**src/rtl/vsi_pkt_reader.sv**
```systemverilog
// vsi_pkt_reader: sweeps each packet's addresses into a fixed-latency read slave, splits the
// returned bytes into a 16-bit header and a payload stream, and checks header continuity.
module vsi_pkt_reader #(
  parameter int unsigned PKT_LEN    = 256,
  parameter int unsigned RD_LATENCY = 2,
  parameter int unsigned HDR_STEP   = 1
) (
  input  logic        clk,
  input  logic        rst,
  input  logic        start,
  input  logic        cont,
  output logic        ram_rd_rq,
  output logic [15:0] rd_addr,
  input  logic [7:0]  data_i,
  output logic [7:0]  pl_data,
  output logic        pl_valid,
  output logic [15:0] pl_idx,
  output logic [15:0] hdr,
  output logic        hdr_valid,
  output logic        seq_err,
  input  logic        err_clr,
  output logic        busy,
  output logic        done,
  output logic [15:0] pkt_cnt
);

  localparam int unsigned   AW        = 16;
  localparam logic [AW-1:0] LAST_ADDR = AW'(PKT_LEN - 1);
  localparam logic [AW-1:0] STEP      = AW'(HDR_STEP);

  typedef enum logic [1:0] {S_IDLE, S_ISSUE, S_DRAIN, S_DONE} state_t;

  state_t        state, state_d;
  logic          rq_d, done_d, busy_d;
  logic [AW-1:0] addr_d;

  logic [RD_LATENCY-1:0]         tag_v;
  logic [RD_LATENCY-1:0][AW-1:0] tag_a;
  logic                          tail_v_c;
  logic [AW-1:0]                 tail_a_c;

  logic          first_pkt;
  logic [AW-1:0] last_hdr;
  logic [AW-1:0] hdr_full_c;
  logic          seq_set_c;

  assign tail_v_c   = tag_v[RD_LATENCY-1];
  assign tail_a_c   = tag_a[RD_LATENCY-1];
  assign hdr_full_c = {hdr[15:8], data_i};
  assign seq_set_c  = tail_v_c && (tail_a_c == AW'(1)) && !first_pkt &&
                      (hdr_full_c != last_hdr + STEP);

  // Next-state and next-output logic for the read sequencer
  always_comb begin
    state_d = state;
    rq_d    = 1'b0;
    addr_d  = '0;
    done_d  = 1'b0;
    busy_d  = 1'b0;
    case (state)
      S_IDLE: begin
        if (start) begin
          state_d = S_ISSUE;
          rq_d    = 1'b1;
        end
      end
      S_ISSUE: begin
        if (rd_addr == LAST_ADDR) begin
          state_d = S_DRAIN;
        end else begin
          rq_d   = 1'b1;
          addr_d = rd_addr + AW'(1);
        end
      end
      S_DRAIN: begin
        // The last issued address reaching the tail means the pipeline is empty after this cycle
        if (tail_v_c && (tail_a_c == LAST_ADDR)) begin
          state_d = S_DONE;
          done_d  = 1'b1;
        end
      end
      S_DONE: begin
        if (cont) begin
          state_d = S_ISSUE;
          rq_d    = 1'b1;
        end else begin
          state_d = S_IDLE;
        end
      end
      default: state_d = S_IDLE;
    endcase
    busy_d = (state_d != S_IDLE);
  end

  // Sequencer state and its registered outputs
  always_ff @(posedge clk or posedge rst) begin
    if (rst) begin
      state     <= S_IDLE;
      ram_rd_rq <= 1'b0;
      rd_addr   <= '0;
      done      <= 1'b0;
      busy      <= 1'b0;
      pkt_cnt   <= '0;
    end else begin
      state     <= state_d;
      ram_rd_rq <= rq_d;
      rd_addr   <= addr_d;
      done      <= done_d;
      busy      <= busy_d;
      pkt_cnt   <= pkt_cnt + AW'(done_d);
    end
  end

  // Tag pipeline, return decoding and header sequence check
  always_ff @(posedge clk or posedge rst) begin
    if (rst) begin
      tag_v     <= '0;
      tag_a     <= '0;
      pl_data   <= '0;
      pl_valid  <= 1'b0;
      pl_idx    <= '0;
      hdr       <= '0;
      hdr_valid <= 1'b0;
      seq_err   <= 1'b0;
      first_pkt <= 1'b1;
      last_hdr  <= '0;
    end else begin
      tag_v[0] <= ram_rd_rq;
      tag_a[0] <= rd_addr;
      for (int i = 1; i < int'(RD_LATENCY); i++) begin
        tag_v[i] <= tag_v[i-1];
        tag_a[i] <= tag_a[i-1];
      end
      pl_valid  <= 1'b0;
      hdr_valid <= 1'b0;
      if (tail_v_c) begin
        if (tail_a_c == '0) begin
          hdr[15:8] <= data_i;
        end else if (tail_a_c == AW'(1)) begin
          hdr[7:0]  <= data_i;
          hdr_valid <= 1'b1;
          first_pkt <= 1'b0;
          last_hdr  <= hdr_full_c;
        end else begin
          pl_data  <= data_i;
          pl_valid <= 1'b1;
          pl_idx   <= tail_a_c - AW'(2);
        end
      end
      // A new error outranks a simultaneous clear
      seq_err <= (seq_err & ~err_clr) | seq_set_c;
    end
  end

endmodule

```
**config.mk**
```make
export PLATFORM = sky130hd
export DESIGN_NAME = vsi_pkt_reader
export DESIGN_NICKNAME = d
export VERILOG_FILES = /design/src/rtl/vsi_pkt_reader.sv
export SDC_FILE = /design/constraint.sdc
export NUM_CORES = 1
export LEC_CHECK = 0
export ABC_AREA = 1
export CAP_MARGIN = 20
export CORE_AREA = 4 4 123 125
export DETAILED_ROUTE_END_ITERATION = 8
export DIE_AREA = 0 0 127 129
export PLACE_DENSITY = 0.72
export SETUP_SLACK_MARGIN = 0.3
export SLEW_MARGIN = 10
export SYNTH_ARGS = -nofsm -noshare
export SYNTH_HDL_FRONTEND = slang
export SYNTH_SLANG_ARGS = --single-unit
```
**constraint.sdc**
```tcl
create_clock -name clk -period 4.2 [get_ports clk]
set_input_delay 0.63 -clock clk [delete_from_list [all_inputs] [get_ports clk]]
set_output_delay 0.63 -clock clk [all_outputs]
set_load 0.05 [all_outputs]
```
Yosys cells after proc, flatten, opt, wreduce, memory -nomap -nowiden:

Cells that the tools add are included.
Widths: inputs -> output; s select.

* logic and storage cells: 64
* input bits: 13
* output and inout bits: 78
* register bits after elaboration: 131

* bitwise gates (word level): 5
* muxes and demuxes: 19
* reductions and logical operators: 11
* eq/ne operators: 7
* add/sub/neg operators: 4

Operator list (number)
* $add 16x1->16 const B: 2
* $eq 16x8->1 const B: 2
* $mux 16: 2
* $add 16x1->16: 1
* $eq 16x1->1 const B: 1
* $logic_not 16->1: 1
* $ne 16x16->1: 1
* $sub 16x2->16 const B: 1
* $mux 1: 12
* $pmux 2 s4: 1
* $mux 2: 3
* $reduce_and 3->1: 2
* $eq 2x2->1 const B: 2
* $logic_and 1x1->1: 4
* $not 1->1: 3
* $pmux 1 s3: 1
* $eq 2x1->1 const B: 1
* $logic_not 2->1: 1
* $reduce_and 2->1: 1
* $reduce_bool 2->1: 1
* $and 1x1->1: 1
* $logic_not 1->1: 1
* $or 1x1->1: 1

Logic depth before layout (Yosys ltp):

* depth in word-level cells: 5
* depth in mapped cells: 13
* depth with buffers taken out: 13

Worst setup path before layout:

No wires, ideal clock.

* kind: register to register
* start: register tag_a, in the netlist tail_a_c[3]
* end: register pkt_cnt[14]
* path buffers: 0
* required time: 4118 ps
* stages on the path, launching flop included: 13
* slack: 1403 ps
* setup time: 82 ps
* period minus slack after synthesis: 2797 ps
* arrival time: 2716 ps
* cell sequence: dfrtp_1 -> inv_2 -> or4_2 -> nor4_1 -> ha_1 -> ha_1 -> nand3_1 -> nor2_1 -> nand4_1 -> nor3_2 -> nand2_1 -> nor2_1 -> xor2_1

* word-level cells in the longest chain between the ends: 5

RTL lines
* start: declaration: RTL line 38 `logic [RD_LATENCY-1:0][AW-1:0] tag_a;`
* start signal: indexed assignment: RTL line 132 `tag_a[i] <= tag_a[i-1];`
* $eq 16x8->1: RTL line 77 `if (tail_v_c && (tail_a_c == LAST_ADDR)) begin`
* $logic_and 1x1->1: RTL line 77
* $mux 1: RTL line 77
* $mux 1: RTL line 60 `case (state)`
* via done_d: RTL line 34 `logic rq_d, done_d, busy_d;`
* $add 16x1->16: RTL line 110 `pkt_cnt <= pkt_cnt + AW'(done_d);`
* end signal: assignment: RTL line 110
* end: declaration: RTL line 24 `output logic [15:0] pkt_cnt`

The timed path passes the listed nets, and every way through them passes these cells.
A chain may end at the register's enable or synchronous reset.

Worst setup path in the final report:

* start: register tag_a, in the netlist tail_a_c[8]
* end: register pkt_cnt[14]

The elaborated chain is that of the path after synthesis.

==> results.md <==
- Outcome: finished, final reports clean
- CTS tree: built
- Synth Instances: 595
- Lkg Pwr: about 3.4 nW
- Min Tclk post-route: between 3 and 4 ns
- Flops & latches, synth: 123
- F_max: 303 MHz
- Crit-path max cell delay: around 0.63 ns
- Final WL: ~12000 um
- Post-Syn Nets: slightly above 600
- Residual DRC count: 0
- Final hold viol count: 0
- Clk sink count: ~120
- Post-route cell area: a little over 7000 sq um
- Clk_skew: about 0.0093 ns
- Top-area cell type share of the netlist area: between 50% and 60%
- Max-cap violations: 0
- Hold Buf Count CTS: 0
- Post-DP HPWL: about 8800 um
- GPL Wtd Cong: roughly 0.95
- Maximum clock path buffer count: 2
- Post-detailed-route wirelength per cell: 13.9 um
- Worst-skew pair later-pin latency: between 0.4 and 0.5 ns
- Most common cell after layout, fill and taps aside: nand2_1
- Highest-delay cell along the critical path: nor4_1
- Initial core utilization: around 40%
- CP Cell Sequence: nor2_2, inv_1, or3_1, nor4_1, ha_1, ha_1, nand3_1, nor2_1, nand4_1, nor3_2, nand2_1, nor2_1, xor2_1
- Synth Warn #: 0
- Input/output buffers: 90
- Grt total ovfl: 0
- Setup repair after global routing missed its margin: false
- Die area: between 15000 and 20000 sq um
- Die Ht: approximately 130 um
- Buf/Inv on CP: 1
- Slew HR: 52.7%
- Clock transition at path regs: about 0.060 ns
- Peak supply drop: around 250 uV
- Drt pass-1 iters: 4
- Post-synthesis cell type count: 34
- Setup crit start kind: register
- DR vias/cell: ~4.7
- Area of placed instances: roughly 6600 sq um
- Min-delay worst type: register to register
- Crit path capture type: register
- First-pass GRT wire length: 20600 um
- Layout cell share with drive strength beyond 1: a little under an eighth
- Largest net degree at the start of global routing: between 70 and 80
- Required @ worst endpoint: ~4.5 ns
- Die X: between 100 and 150 um
- Crit Path Category: register to register
- Setup TNS: 0 ns
- Initial antenna violation count: 0
- Post-CTS sizing: 0
- Endpoints failing setup: 0
- Core area: 13900 sq um
- Antenna diodes: 0
- Synth top area cells: dfrtp_1 55%, nand2_1 9.7%, inv_1 4.5%
- IO Pins: 91
- Seq/Total Area, Yosys: between 50% and 60%
- Crit-path max FO: 6
- Cell family with most CP delay: simple AND/OR/NAND/NOR gates
- Number of global-route vias before repair: between 4000 and 5000
- Mapped Area: ~5600 sq um
- Synth-to-layout area growth: 29.8%
- Final-report max-slew violation count: 0
- 1st-iter DRT viols: about 270
- # rows: 43
- Synthesized area per cell: between 9 and 10 sq um
- Number of post-CTS setup repair buffers: 0
- Clk root buf: clkbuf_16
- GR Util All Layers: between 15 and 20%
- CTS buffer count: 17
- Fin crit share: around 80%
- Most frequent cells in the layout: 144 x nand2_1, 122 x dfrtp_1, 90 x clkdlybuf4s50_1
- Post-synth top area cell: dfrtp_1
- Arrival time at the worst endpoint: around 3.6 ns
- Final ANT Viol Nets: 0
- H-tree depth: 4
- Via count: 4183
- PD cells: 408 nW/um^2
- Worst Tran Pin Value: between 0.7 and 0.8 ns
- Final net count: 709
-- registers in the layout (all words and copies together) (netlist names) --
signal	flops
pkt_cnt	16
pl_idx	16
rd_addr	16
tag_a	16
tail_a_c	16
hdr	15
last_hdr	9
pl_data	8
state	2
tag_v	2
busy	1
done	1
first_pkt	1
hdr_valid	1
pl_valid	1
ram_rd_rq	1
seq_err	1
-- synth_stat cells (all sizes together) --
library cell	n
a21oi	4
a31oi	4
buf	15
dfrtp	122
dfstp	1
ha	6
inv	73
nand2	154
nand3	39
nand4	13
nor2	55
nor3	8
nor3b	1
nor4	9
o21ai	46
o21bai	2
or2	1
or3	1
or4	1
xnor2	13
xor2	27
-- area by class of cell --
class | instances | area (sq um)
Clock buffer | 20 | 447
Clock inverter | 12 | 185
Fill cell | 1193 | 6660
Inverter | 73 | 282
Multi-Input combinational cell | 384 | 2080
Sequential cell | 123 | 3080
Tap cell | 180 | 225
Timing Repair Buffer | 91 | 921
-- kinds of logic (layout without fill, tap and decap cells) --
logic type / count (synthesis) / in the layout / synth area share, %
adders and majority gates: 6 / 6 / 1.35
AOI/OAI and AO/OA: 56 / 56 / 6.43
buffers and inverters: 88 / 196 / 7.24
xor gates and xnor gates: 40 / 40 / 6.30
DFF: 123 / 123 / 55.4
and+or+nand+nor: 282 / 282 / 23.3
-- metrics by stage --
stage	power (mW)	hold slack [ns]	util, %	setup slack [ns]	cells
4_1_cts	2.97	0.347	52.0	0.925	883
5_1_grt	3.06	0.356	52.0	0.669	883
3_3_place_gp	1.41	0.336	47.5	1.07	851
3_5_place_dp	1.42	0.335	47.5	0.976	851
6_report	2.94	0.346	52.0	0.895	883
2_1_floorplan	1.36	0.331	-	0.301	595
-- path summary, 6_finish.rpt --
kind / cells after the start / slack, ns / endpoint / startpoint
min reg2reg: 0 / 0.35 / tail_a_c[15] / tag_a[15]
min: 0 / 0.35 / tail_a_c[15] / tag_a[15]
max: 13 / 0.89 / pkt_cnt[14] / tail_a_c[8]
max reg2reg: 13 / 0.89 / pkt_cnt[14] / tail_a_c[8]
max in group asynchronous: 3 / 2.71 / state[0] / rst
min in group asynchronous: 2 / 0.65 / pkt_cnt[13] / rst
-- power by group --
group	switching, mW	internal, mW
clock network	0.534	1.02
logic	0.114	0.0587
registers	0.0202	1.20
-- routing by layer --
metal / vias up / part of all wire, % / track usage, % / wire length, um
li1: 2090 / - / - / -
met1: 1965 / 42 / 18.8 / 5210
met2: 102 / 51 / 27.4 / 6260
met3: 26 / 4.4 / 4.23 / 542
met4: 0 / 2.1 / 6.81 / 263
met5: - / 0 / 0 / 0
Note: power is estimated with default switching activity, not from simulation.
